File: src/rtl/hamming_pkg.sv
`default_nettype none
// ============================================================================
//  Module   : hamming_pkg
//  Brief    : Shared constants and types for the serial Hamming(7,4) decoder.
//             Codeword bit index i holds Hamming position i+1.
//  Revision : 1.0  initial release
// ============================================================================
package hamming_pkg;

   localparam int CW_LEN = 7;
   localparam int DATA_W = 4;
   localparam int SYN_W  = 3;

   // Hamming positions that carry data bits
   localparam int POS_D3 = 3;
   localparam int POS_D5 = 5;
   localparam int POS_D6 = 6;
   localparam int POS_D7 = 7;

   // bit_pos value loaded at the start of every frame
   localparam logic [2:0] BIT_POS_START = 3'd6;

   typedef logic [SYN_W-1:0] syndrome_t;

   typedef enum logic [1:0] {
      S_IDLE = 2'd0,
      S_RECV = 2'd1,
      S_DONE = 2'd2
   } state_t;

endpackage
`default_nettype wire

File: src/rtl/hamming74_syndrome.sv
`default_nettype none
// ============================================================================
//  Module   : hamming74_syndrome
//  Brief    : Combinational Hamming(7,4) syndrome generator and single-bit
//             corrector. With CORRECT_EN=0 the codeword passes through raw.
//  Revision : 1.0  initial release
// ============================================================================
module hamming74_syndrome
   import hamming_pkg::*;
#(
   parameter bit CORRECT_EN = 1'b1
) (
   input  logic [CW_LEN-1:0] i_codeword,
   output syndrome_t         o_syndrome,
   output logic [CW_LEN-1:0] o_corrected
);

   logic w_c1;
   logic w_c2;
   logic w_c4;
   logic [CW_LEN-1:0] w_flip;

   // Parity checks; index i is Hamming position i+1
   always_comb begin
      w_c1 = i_codeword[0] ^ i_codeword[2] ^ i_codeword[4] ^ i_codeword[6];
      w_c2 = i_codeword[1] ^ i_codeword[2] ^ i_codeword[5] ^ i_codeword[6];
      w_c4 = i_codeword[3] ^ i_codeword[4] ^ i_codeword[5] ^ i_codeword[6];
   end

   assign o_syndrome = {w_c4, w_c2, w_c1};

   // One-hot mask selecting the position named by a nonzero syndrome
   always_comb begin
      w_flip = '0;
      for (int i = 0; i < CW_LEN; i++) begin
         w_flip[i] = CORRECT_EN && (o_syndrome == syndrome_t'(i + 1));
      end
   end

   assign o_corrected = i_codeword ^ w_flip;

endmodule
`default_nettype wire

File: src/rtl/serial_hamming_decoder.sv
`default_nettype none
// ============================================================================
//  Module   : serial_hamming_decoder
//  Brief    : Serial Hamming(7,4) receiver. Bits arrive MSB (position 7)
//             first, qualified by strobe_in; result pulses valid_out one
//             cycle after the 7th bit. Back-to-back frames supported.
//  Config   : define SERIAL_HAMMING_DECODER_CORRECT_EN to enable single-bit
//             correction; otherwise raw data bits are output.
//  Revision : 1.0  initial release
// ============================================================================
module serial_hamming_decoder
   import hamming_pkg::*;
(
   input  logic              clk,
   input  logic              rst,
   input  logic              d_in,
   input  logic              strobe_in,
   output logic [DATA_W-1:0] data_out,
   output syndrome_t         syndrome,
   output logic              valid_out,
   output logic              err_flag,
   output logic [7:0]        err_count
);

`ifdef SERIAL_HAMMING_DECODER_CORRECT_EN
   localparam bit c_CORRECT_EN = 1'b1;
`else
   localparam bit c_CORRECT_EN = 1'b0;
`endif

   state_t              r_state;
   state_t              w_next_state;
   logic [2:0]          r_bit_pos;
   logic [CW_LEN-1:0]   r_shift;
   logic [DATA_W-1:0]   r_data;
   syndrome_t           r_syn;
   logic                r_valid;
   logic                r_err;
   logic [7:0]          r_err_cnt;

   logic                w_frame_end;
   logic [CW_LEN-1:0]   w_shift_next;
   syndrome_t           w_syn;
   logic [CW_LEN-1:0]   w_data_cw;

   // Codeword as it will look once the current bit is shifted in
   assign w_shift_next = {r_shift[CW_LEN-2:0], d_in};

   hamming74_syndrome #(
      .CORRECT_EN (c_CORRECT_EN)
   ) u_syndrome (
      .i_codeword  (w_shift_next),
      .o_syndrome  (w_syn),
      .o_corrected (w_data_cw)
   );

   // FSM state register
   always_ff @(posedge clk) begin
      if (rst) r_state <= S_IDLE;
      else     r_state <= w_next_state;
   end

   // FSM next-state logic; a strobe in S_DONE starts the next frame directly
   always_comb begin
      w_next_state = r_state;
      case (r_state)
         S_IDLE:  if (strobe_in) w_next_state = S_RECV;
         S_RECV:  if (w_frame_end) w_next_state = S_DONE;
         S_DONE:  w_next_state = strobe_in ? S_RECV : S_IDLE;
         default: w_next_state = S_IDLE;
      endcase
   end

   // FSM outputs: the 7th accepted bit closes the frame
   always_comb begin
      w_frame_end = strobe_in && (r_state == S_RECV) && (r_bit_pos == 3'd0);
   end

   // Bit counter, shift register and result registers
   always_ff @(posedge clk) begin
      if (rst) begin
         r_bit_pos <= BIT_POS_START;
         r_shift   <= '0;
         r_data    <= '0;
         r_syn     <= '0;
         r_valid   <= 1'b0;
         r_err     <= 1'b0;
         r_err_cnt <= '0;
      end else begin
         r_valid <= w_frame_end;
         if (strobe_in) begin
            r_shift   <= w_shift_next;
            r_bit_pos <= (r_bit_pos == 3'd0) ? BIT_POS_START : r_bit_pos - 3'd1;
         end
         if (w_frame_end) begin
            r_data <= {w_data_cw[POS_D7-1], w_data_cw[POS_D6-1],
                       w_data_cw[POS_D5-1], w_data_cw[POS_D3-1]};
            r_syn  <= w_syn;
            r_err  <= (w_syn != '0);
            if ((w_syn != '0) && (r_err_cnt != 8'hFF)) begin
               r_err_cnt <= r_err_cnt + 8'd1;
            end
         end
      end
   end

   assign data_out  = r_data;
   assign syndrome  = r_syn;
   assign valid_out = r_valid;
   assign err_flag  = r_err;
   assign err_count = r_err_cnt;

endmodule
`default_nettype wire

File: config.mk
export PLATFORM = sky130hd
export DESIGN_NAME = serial_hamming_decoder
export DESIGN_NICKNAME = d
export VERILOG_FILES = /design/src/rtl/hamming_pkg.sv /design/src/rtl/hamming74_syndrome.sv /design/src/rtl/serial_hamming_decoder.sv
export SDC_FILE = /design/constraint.sdc
export NUM_CORES = 1
export LEC_CHECK = 0
export CAP_MARGIN = 10
export CORE_AREA = 2 2 52 54
export CTS_BUF_LIST = sky130_fd_sc_hd__clkbuf_4
export DETAILED_ROUTE_END_ITERATION = 7
export DIE_AREA = 0 0 54 56
export DONT_BUFFER_PORTS = 1
export GPL_ROUTABILITY_DRIVEN = 0
export PLACE_DENSITY = 0.78
export SETUP_SLACK_MARGIN = 0.4
export SLEW_MARGIN = 25
export SYNTH_ARGS = -nofsm -noshare
export SYNTH_HDL_FRONTEND = slang
export SYNTH_SLANG_ARGS = --single-unit
File: constraint.sdc
create_clock -name clk -period 4.4 [get_ports clk]
set_clock_uncertainty 0.1 [all_clocks]
set_input_delay 0.66 -clock clk [delete_from_list [all_inputs] [get_ports clk]]
set_output_delay 0.66 -clock clk [all_outputs]
set_load 0.1 [all_outputs]
==> metrics.txt <==
largest cells by area after synthesis dfxtp_1 44%, mux2i_1 7.1%, nand2_1 6.5%, nor2_1 4.7%, a21oi_1 3.6%; endpoints failing setup 0; post-route insts no fill 167; Tcrit/Tclk final between 60% and 70%; Seq pwr share between 50% and 60%; TritonCTS clock tree built; area leader, netlist dfxtp_1; Via density between 5 and 6; CP max FO 13; CTS H-Tree Depth 1; share of cells above drive strength 1 a little under a tenth; # resized after CTS 0; Hold Buf Count CTS 0; fin crit period about 2700 ps; CP required between 4000 and 5000 ps; via count 944; wire per inst about 14 microns; Worst-Skew Late Latency between 300 and 400 ps; first drt pass iteration count 4; total net switching power roughly 0.089 mW; Max VDD drop roughly 340 uV; Comb pwr share approximately 4.0%; FF+latch area 563.0 sq um; number of global-route vias before repair around 920; Rows 18; CTS max path bufs 2; Reg clk slew, reported paths 140 ps; GRT Util Overall ~17%; Syn Area/Cell approximately 9 sq um; Pint roughly 0.36 mW; pin count of the biggest net entering global routing 28; die height 56 microns; dpl hpwl ~1.7 mm; Ys Warns 0; unrepaired setup endpoints after global routing false; ANT nets after route 0; critical path arrival between 2000 and 3000 ps; core area approximately 2400 sq um; dpl cells ~160; maximum clock frequency around 370 MHz; final wirelength 2.336 mm; fill count ~220; first-pass GRT wire length between 3 and 4 mm; Mapped Nets around 150; critical path class flop to flop; # port buffers 0; Diodes inserted 0; outcome finished clean; Post-Synthesis Cell Area roughly 1300 sq um; Hold/Removal Path Class input port to flop; CTS Root Cell clkbuf_4; Synth Instances between 100 and 150; Worst setup SP type flop; Seq cells post-synth 28; DRC Markers 0; Die Wd between 50 and 60 microns; Die ar. approximately 3000 sq um; Slew HR approximately 28%; switching share of total power 19.83%; Finished Core Util a little over half; global route overflow 0; Pwr per Cell Area between 300 and 400 nW/um^2; CP Capture Type flop; final setup TNS 0 ps; fin. max-slew vios 0; distinct cell type count after synthesis 34; nets@finish about 150; top cell type's share of synthesized area roughly 44%; effective utilization at floorplan a little over half; IO Count 21; Lkg Pwr around 0.52 nW; Max Cap Viol 0; post-synthesis sequential area ratio between 40% and 50%; Hold Vio Cnt, Final 0; Num CTS Buffers 3; Tightest Pin Transition 1080 ps; Clk pwr share a little under two fifths; TritonCTS Sinks 28; antenna violations before repair 0; initial drt markers 9; area of the multi-input gates approximately 650 sq um; Synth-to-Final Area Change 5.035%; Post-CTS Repair Setup Buffers 0
sequential cells by signal (all words and copies together) (netlist names):
name	count
data_out	4
r_state	2
syndrome	3
r_bit_pos	3
err_flag	1
valid_out	1
err_count	8
r_shift	6
worst paths after layout:
path	start	endpoint	slack (ps)	cells after the start
worst min-delay path	rst	syndrome[0]	270	1
worst min register to register	r_bit_pos[1]	r_bit_pos[1]	410	2
worst max register to register	r_bit_pos[0]	err_count[4]	1700	8
worst max-delay path	r_bit_pos[0]	err_count[4]	1700	8
per-layer routing:
metal	GRT usage, %	vias to the layer above	wire, microns
met1	16.84	436	934
met4	5.000	0	27
met3	7.796	5	196
met5	0	-	0
li1	-	478	-
met2	30.14	25	1178
critical path, cell delays in order (launching register included):
cell      delay [ps]
dfxtp_1          380
inv_1             50
ha_1             200
ha_1             230
and4b_1          320
o211a_1          170
a211oi_2         740
nor2_2           100
mux2_4           310
power by group through the flow:
stage / Clock, mW / Combinational, mW / Sequential, mW
final: 0.168 / 0.0178 / 0.262
after global routing: 0.184 / 0.0209 / 0.263
after detailed placement: 0 / 0.0177 / 0.268
after floorplan: 0 / 0.0204 / 0.267
after CTS: 0.174 / 0.0180 / 0.263
after global placement: 0 / 0.0165 / 0.268
final cells by class:
| type | instances | area share [%] |
|---|---|---|
| timing repair buffer | 1 | 0.5639 |
| tap | 30 | 2.820 |
| clock inverter | 1 | 2.256 |
| clock buffer | 3 | 1.692 |
| inverter | 5 | 1.410 |
| multi-input combinational | 99 | 48.97 |
| sequential | 28 | 42.29 |
stage by stage:
stage / setup WS, ps / hold slack (ps) / area (sq um) / power [mW]
floorplan: 2042 / 344.2 / 1267 / 0.2874
global placement: 1825 / 356.6 / 1276 / 0.2841
detailed placement: 1740 / 367.7 / 1276 / 0.2856
CTS: 1708 / 257.4 / 1329 / 0.4550
global route: 1481 / 231.4 / 1331 / 0.4677
finish: 1702 / 271.7 / 1331 / 0.4478
cells in the mapped netlist, drive strengths merged:
cell and instances:
dfxtp 28, nand2 22, nor2 17, a21oi 10, mux2i 9, inv 5
xnor2 5, a211oi 4, buf 4, clkbuf 3, ha 3, nand4 3
or4 3, xor2 3, mux2 2, nor2b 2, o211a 2, o21ai 2
o31ai 2, and3 1, and4 1, and4b 1, nand3 1, nand4b 1
nor3 1, nor4 1, o211ai 1, o21bai 1, o41ai 1
logic make-up (layout without fill, tap and decap cells):
group / count (synthesis) / in the layout / share of synthesized area, %
simple gates: 54 / 54 / 20.43
compound gates: 23 / 23 / 13.03
xor+xnor: 8 / 8 / 5.528
mux: 11 / 11 / 9.477
fa+ha+maj: 3 / 3 / 2.962
buf+inv: 12 / 10 / 4.343
flops: 28 / 28 / 44.23
layout by cell type (no fill, tap or decap), drive strengths merged:
cell type,instances
a211oi,4
a21oi,10
and3,1
and4,1
and4b,1
buf,1
bufinv,1
clkbuf,3
dfxtp,28
ha,3
inv,5
mux2,2
mux2i,9
nand2,22
nand3,1
nand4,3
nand4b,1
nor2,17
nor2b,2
nor3,1
nor4,1
o211a,2
o211ai,1
o21ai,2
o21bai,1
o31ai,2
o41ai,1
or4,3
xnor2,5
xor2,3
(Power assumes the default switching activity.)
